## config.mk

```make
export PLATFORM = sky130hd
export DESIGN_NAME = sequencer_fsm
export DESIGN_NICKNAME = d
export VERILOG_FILES = /design/src/rtl/sequencer_fsm.sv
export SDC_FILE = /design/constraint.sdc
export NUM_CORES = 1
export LEC_CHECK = 0
export CAP_MARGIN = 25
export CORE_UTILIZATION = 25
export CTS_CLUSTER_SIZE = 24
export DETAILED_ROUTE_END_ITERATION = 8
export GPL_ROUTABILITY_DRIVEN = 0
export GPL_TIMING_DRIVEN = 0
export PLACE_DENSITY = 0.68
export SYNTH_ARGS = -nofsm -noshare
export SYNTH_HDL_FRONTEND = slang
export SYNTH_SLANG_ARGS = --single-unit
export TNS_END_PERCENT = 10
```

## constraint.sdc

```tcl
create_clock -name clock -period 2.92 [get_ports clock]
set_input_delay 0.292 -clock clock [delete_from_list [all_inputs] [get_ports clock]]
set_output_delay 0.292 -clock clock [all_outputs]
set_load 0.02 [all_outputs]
```

## src/rtl/sequencer_fsm.sv

```systemverilog
// ---------------------------------------------------------------------------
// sequencer_fsm
// Moore instruction sequencer for the relay computer. Fetches each opcode,
// decodes it and drives one strobe set per clock onto the shared 8-bit data
// bus and 16-bit address bus. Owns no data registers.
//
// Ports
//   clock            system clock, rising edge
//   reset            asynchronous, active-high; forces RESET
//   inst[7:0]        Inst register contents (valid from the cycle after FETCH_A)
//   zero/carry/sign  condition flags from the Cond register
//   ld[14:0]         load strobes  (A,B,C,D,M1,M2,X,Y,XY,J1,J2,Inst,PC,INC,Cond)
//   sel[13:0]        bus selects   (A,B,C,D,M1,M2,X,Y,M,XY,J,PC,INC,Imm)
//   MemRead/MemWrite memory strobes
//   AluFunctionCode  ALU op, inst[2:0] during ALU EXEC, else 0
//   Halt             high only in HALTED
//   instDone         one-cycle pulse in the last state of every instruction
// ---------------------------------------------------------------------------
module sequencer_fsm (
   input  logic        clock,
   input  logic        reset,
   input  logic [7:0]  inst,
   input  logic        zero,
   input  logic        carry,
   input  logic        sign,
   output logic [14:0] ld,
   output logic [13:0] sel,
   output logic        MemRead,
   output logic        MemWrite,
   output logic [2:0]  AluFunctionCode,
   output logic        Halt,
   output logic        instDone
);

   // State encodings
   localparam logic [3:0] stateReset  = 4'd0;
   localparam logic [3:0] stateFetchA = 4'd1;
   localparam logic [3:0] stateFetchB = 4'd2;
   localparam logic [3:0] stateExec   = 4'd3;
   localparam logic [3:0] stateG1     = 4'd4;
   localparam logic [3:0] stateG2     = 4'd5;
   localparam logic [3:0] stateG3     = 4'd6;
   localparam logic [3:0] stateG4     = 4'd7;
   localparam logic [3:0] stateG5     = 4'd8;
   localparam logic [3:0] stateG6     = 4'd9;
   localparam logic [3:0] stateHalted = 4'd10;

   // Load strobe bit positions (0..7 are the 8-bit registers A..Y)
   localparam int unsigned ldRegD    = 3;
   localparam int unsigned ldXyBit   = 8;
   localparam int unsigned ldJ1Bit   = 9;
   localparam int unsigned ldJ2Bit   = 10;
   localparam int unsigned ldInstBit = 11;
   localparam int unsigned ldPcBit   = 12;
   localparam int unsigned ldIncBit  = 13;
   localparam int unsigned ldCondBit = 14;

   // Select bit positions (0..7 are the 8-bit registers A..Y)
   localparam int unsigned selMBit   = 8;
   localparam int unsigned selJBit   = 10;
   localparam int unsigned selPcBit  = 11;
   localparam int unsigned selIncBit = 12;
   localparam int unsigned selImmBit = 13;

   localparam logic [7:0] opHalt = 8'hAE;

   logic [3:0] state;
   logic [3:0] nextState;

   // Opcode class decode
   logic isMov, isSetab, isAlu, isLoad, isStore, isHalt, isGoto, isLegalExec;
   logic taken;

   always_comb begin
      isMov       = (inst[7:6] == 2'b00);
      isSetab     = (inst[7:6] == 2'b01);
      isAlu       = (inst[7:4] == 4'b1000);
      isLoad      = (inst[7:2] == 6'b100100);
      isStore     = (inst[7:2] == 6'b100110);
      isHalt      = (inst == opHalt);
      isGoto      = (inst[7:6] == 2'b11) && !inst[0];
      isLegalExec = isMov | isSetab | isAlu | isLoad | isStore | isHalt;
   end

   // Jump condition: any selected flag true, or no condition bits set at all
   always_comb begin
      taken = (inst[4] & sign) | (inst[3] & carry) | (inst[2] & zero) |
              (inst[1] & ~zero) | (inst[4:1] == 4'b0000);
   end

   // State register
   always_ff @(posedge clock or posedge reset) begin
      if (reset) state <= stateReset;
      else       state <= nextState;
   end

   // Next-state logic
   always_comb begin
      nextState = state;
      case (state)
         stateReset:  nextState = stateFetchA;
         stateFetchA: nextState = stateFetchB;
         stateFetchB: begin
            if (isGoto)           nextState = stateG1;
            else if (isLegalExec) nextState = stateExec;
            else                  nextState = stateHalted;
         end
         stateExec:   nextState = isHalt ? stateHalted : stateFetchA;
         stateG1:     nextState = stateG2;
         stateG2:     nextState = stateG3;
         stateG3:     nextState = stateG4;
         stateG4:     nextState = stateG5;
         stateG5:     nextState = stateG6;
         stateG6:     nextState = stateFetchA;
         stateHalted: nextState = stateHalted;
         default:     nextState = stateReset;
      endcase
   end

   // Output decode of state and opcode
   always_comb begin
      ld              = '0;
      sel             = '0;
      MemRead         = 1'b0;
      MemWrite        = 1'b0;
      AluFunctionCode = 3'b000;
      Halt            = 1'b0;
      instDone        = 1'b0;
      case (state)
         stateFetchA, stateG1, stateG3: begin
            sel[selPcBit] = 1'b1;
            MemRead       = 1'b1;
            ld[ldIncBit]  = 1'b1;
            if (state == stateFetchA)  ld[ldInstBit] = 1'b1;
            else if (state == stateG1) ld[ldJ1Bit]   = 1'b1;
            else                       ld[ldJ2Bit]   = 1'b1;
         end
         stateFetchB, stateG2, stateG4: begin
            sel[selIncBit] = 1'b1;
            ld[ldPcBit]    = 1'b1;
         end
         stateExec: begin
            instDone = 1'b1;
            if (isMov) begin
               // d==s leaves the data bus undriven, so the destination clears
               ld[inst[5:3]] = 1'b1;
               if (inst[5:3] != inst[2:0]) sel[inst[2:0]] = 1'b1;
            end else if (isSetab) begin
               sel[selImmBit]         = 1'b1;
               ld[{2'b00, inst[5]}]   = 1'b1;
            end else if (isAlu) begin
               AluFunctionCode = inst[2:0];
               ld[ldCondBit]   = 1'b1;
               if (inst[3]) ld[ldRegD] = 1'b1;
               else         ld[0]      = 1'b1;
            end else if (isLoad) begin
               sel[selMBit]         = 1'b1;
               MemRead              = 1'b1;
               ld[{1'b0, inst[1:0]}] = 1'b1;
            end else if (isStore) begin
               sel[selMBit]           = 1'b1;
               sel[{1'b0, inst[1:0]}] = 1'b1;
               MemWrite               = 1'b1;
            end
         end
         stateG5: begin
            // Save return address (PC after operands) when d is set
            if (inst[5]) begin
               sel[selIncBit] = 1'b1;
               ld[ldXyBit]    = 1'b1;
            end
         end
         stateG6: begin
            instDone = 1'b1;
            if (taken) begin
               sel[selJBit] = 1'b1;
               ld[ldPcBit]  = 1'b1;
            end
         end
         stateHalted: Halt = 1'b1;
         default: ;
      endcase
   end

endmodule
```

==> summary.md <==
| Metric | Value |
|---|---|
| Status | complete, no violations |
| Final net count | between 150 and 200 |
| Critical-path cell list | clkdlybuf4s50_1, or3_4, or3_4, o31ai_2, clkdlybuf4s50_1 |
| HP Class | in2async |
| Slowest CP cell | clkdlybuf4s50_1 |
| Worst flop-to-flop path startpoint | state[0]$_DFF_PP0_ |
| WL final | ~2.9 mm |
| CP endpoint kind | primary output |
| Asr flop ratio synth | 1.00 |
| P&R area growth vs syn | 64.4% |
| Clk Latency, worst-skew pair | about 240 ps |
| Remaining DRCs | 0 |
| Worst flop-to-flop path endpoint | state[3]$_DFF_PP0_ |
| # H-tree levels | 1 |
| Syn Inst Count | between 100 and 150 |
| I/O Pins | 49 |
| Final core occ | 0.445 |
| Total placed cells including tap cells | around 220 |
| Worst path max stage delay | approximately 640 ps |
| Overall fraction of global-route tracks in use | 0.164 |
| Final Hold Fails | 0 |
| Biggest registers after layout | state (4) |
| Worst R2R Path Depth | 5 |
| Number of synthesized flops with an enable pin | 0 |
| WL/cell | between 10 and 15 um |
| CTS root buf | clkbuf_4 |
| CTS Buf Count | 3 |
| First-pass GRT wire length | 4.62 mm |
| Cell Area, Synth | ~850 um^2 |
| Top-count cell post-synth | nor2_1 |
| Pin count of the biggest net entering global routing | 11 |
| Largest Register | state |
| Crit path kind | in2out |
| # Max-Cap Violations | 0 |
| Final Max Tran Viols | 0 |
| Leak | 0.000477 uW |
| Final hold slack | approximately 240 ps |
| Yosys warning total | 0 |
| Sequential share of the synthesized area | 0.117 |
| Largest cells by area after synthesis | dfrtp_1 (12%), nor2_1 (11%), nand2b_1 (7.3%) |
| Vias in the first global route | roughly 1000 |
| # Post-CTS Setup Buffers | 0 |
| Die extent in y | 60.4 um |
| Via count | around 1100 |
| Maximum VDD drop | around 0.00025 V |
| FP Rows | 20 |
| Diode count | 0 |
| First-pass detailed-route iteration total | 4 |
| Die width | about 60 um |
| Initial Util | 0.271 |
| Core Area | around 3200 um^2 |
| Peak Freq | roughly 0.35 GHz |
| Reg2reg setup slack | 1440 ps |
| Finished Layout Cells | around 230 |
| Final period util | 0.970 |
| Setup Viol. Count Final | 0 |
| Global route total overflow | 0 |
| Initial antenna violation count | 0 |
| Post-synth top area share | 0.117 |
| RSZ-0062 raised after global routing | false |
| Vias per std cell | around 5 |
| Total die area | 3650 um^2 |
| Placed cell area | ~1400 um^2 |
| Setup Total Neg Slack | 0 ps |
| Tmin final | between 2000 and 3000 ps |
| Drt initial violations | 55 |
| Final Skew | approximately 1.4 ps |
| CP required | 2630 ps |
| Clk slew on worst S/H paths | 40 ps |
| Synth unique cells | 46 |
| Synth area leader | dfrtp_1 |
| Layout cells sized above 1 | 0.105 |
| FF+latch count, synth | 4 |
| Max reg flops | 4 |
| CTS tree | built |
| Critical Path AT | about 2500 ps |
| Post-route ant nets | 0 |
| PortBufs | 47 |
| Clock sinks | 4 |
| Post-detail-place hpwl | between 2 and 2.5 mm |
| PwrDens | just under 700 nW/um^2 |
| Synthesized Nets | 144 |
| Commonest cells in the netlist | nor2_1 (25), nand2b_1 (10), clkbuf_1 (8), nor3_1 (8) |
| CP Max Fanout | 8 |
| Final cell area excluding filler cells | around 1400 um^2 |
| # fillers | about 350 |
| CTS max path bufs | 2 |
| Syn_area_per_cell | approximately 6.5 um^2 |
| Ys flop type | dfrtp_1 |
| Critical Path Start Type | input pin |
[kinds of logic (layout without fill, tap and decap cells)]
| family | Yosys count | after routing | synth area share |
|---|---|---|---|
| AO/OA/AOI/OAI | 29 | 29 | 0.249 |
| multiplexers | 1 | 1 | 0.0117 |
| buffers and inverters | 18 | 68 | 0.103 |
| flip-flops | 4 | 4 | 0.117 |
| XOR/XNOR | 3 | 3 | 0.0308 |
| AND/OR/NAND/NOR | 75 | 75 | 0.484 |
| other | 1 | 1 | 0.00439 |
[worst max-delay path by stage]
stage | start | slack, ps | cells past startpoint | to
finish | inst[2] | 90 | 5 | ld[0]
global route | inst[7] | 20 | 6 | ld[0]
detailed placement | inst[2] | 100 | 5 | ld[0]
global placement | inst[7] | 100 | 6 | ld[0]
CTS | inst[2] | 100 | 5 | ld[0]
floorplan | state[2]$_DFF_PP0_ | 900 | 4 | AluFunctionCode[0]
[timing repair]
action	4_1_cts	5_1_grt
gates resized for setup	0	2
setup endpoints to repair	0	1
hold buffers	0	0
[through the flow]
| stage | power (uW) | setup WS (ps) |
|---|---|---|
| floorplan | 604 | 899 |
| global placement | 880 | 99.2 |
| detailed placement | 895 | 104 |
| CTS | 970 | 95.0 |
| global route | 1060 | 18.8 |
| finish | 968 | 88.1 |
[placed cells by master, fill, tap and decap left out, types with 2 or more instances in the layout]
cell type,count
clkdlybuf4s50_1,47
nor2_1,25
nand2b_1,10
nor3_1,8
clkbuf_1,7
nand3_1,6
a21oi_1,6
nand2_1,5
buf_2,4
nor4_1,4
dfrtp_1,4
or3_4,3
inv_1,3
and2_1,3
o22ai_1,3
clkbuf_4,3
xnor2_1,2
or2_1,2
o21ai_1,2
o21ai_0,2
o211ai_1,2
nor2b_1,2
buf_4,2
[area by class of cell]
type,count,area [um^2],share of cell area
Multi-Input combinational cell,109,666,0.475
Tap cell,44,55.1,0.0393
Buffer,15,77.6,0.0553
Sequential cell,4,100,0.0714
Timing Repair Buffer,47,470,0.335
Clock buffer,3,22.5,0.0161
Inverter,3,11.3,0.00803
[worst max-delay path, delay by kind of cell]
kind	cells	cell delay, ps
AND/OR/NAND/NOR	2	860
buffers and inverters	2	1200
AO/OA/AOI/OAI	1	190
[layer usage]
layer / vias to the layer above / part of all wire / GRT usage
li1: 573 / - / -
met1: 516 / 0.49 / 0.229
met2: 38 / 0.45 / 0.267
met3: 0 / 0.060 / 0.0341
met4: 0 / 0 / 0.0227
met5: - / 0 / 0
[report_power, final]
| part | total [uW] | leakage (uW) | switching (uW) | internal, uW |
|---|---|---|---|---|
| combinational | 794 | 0.000413 | 453 | 341 |
| clock | 71.2 | 0.0000138 | 25.1 | 46.1 |
| sequential | 103 | 0.0000508 | 19.7 | 83.0 |
| total | 968 | 0.000477 | 497 | 471 |
Note: power is estimated with default switching activity, not from simulation.
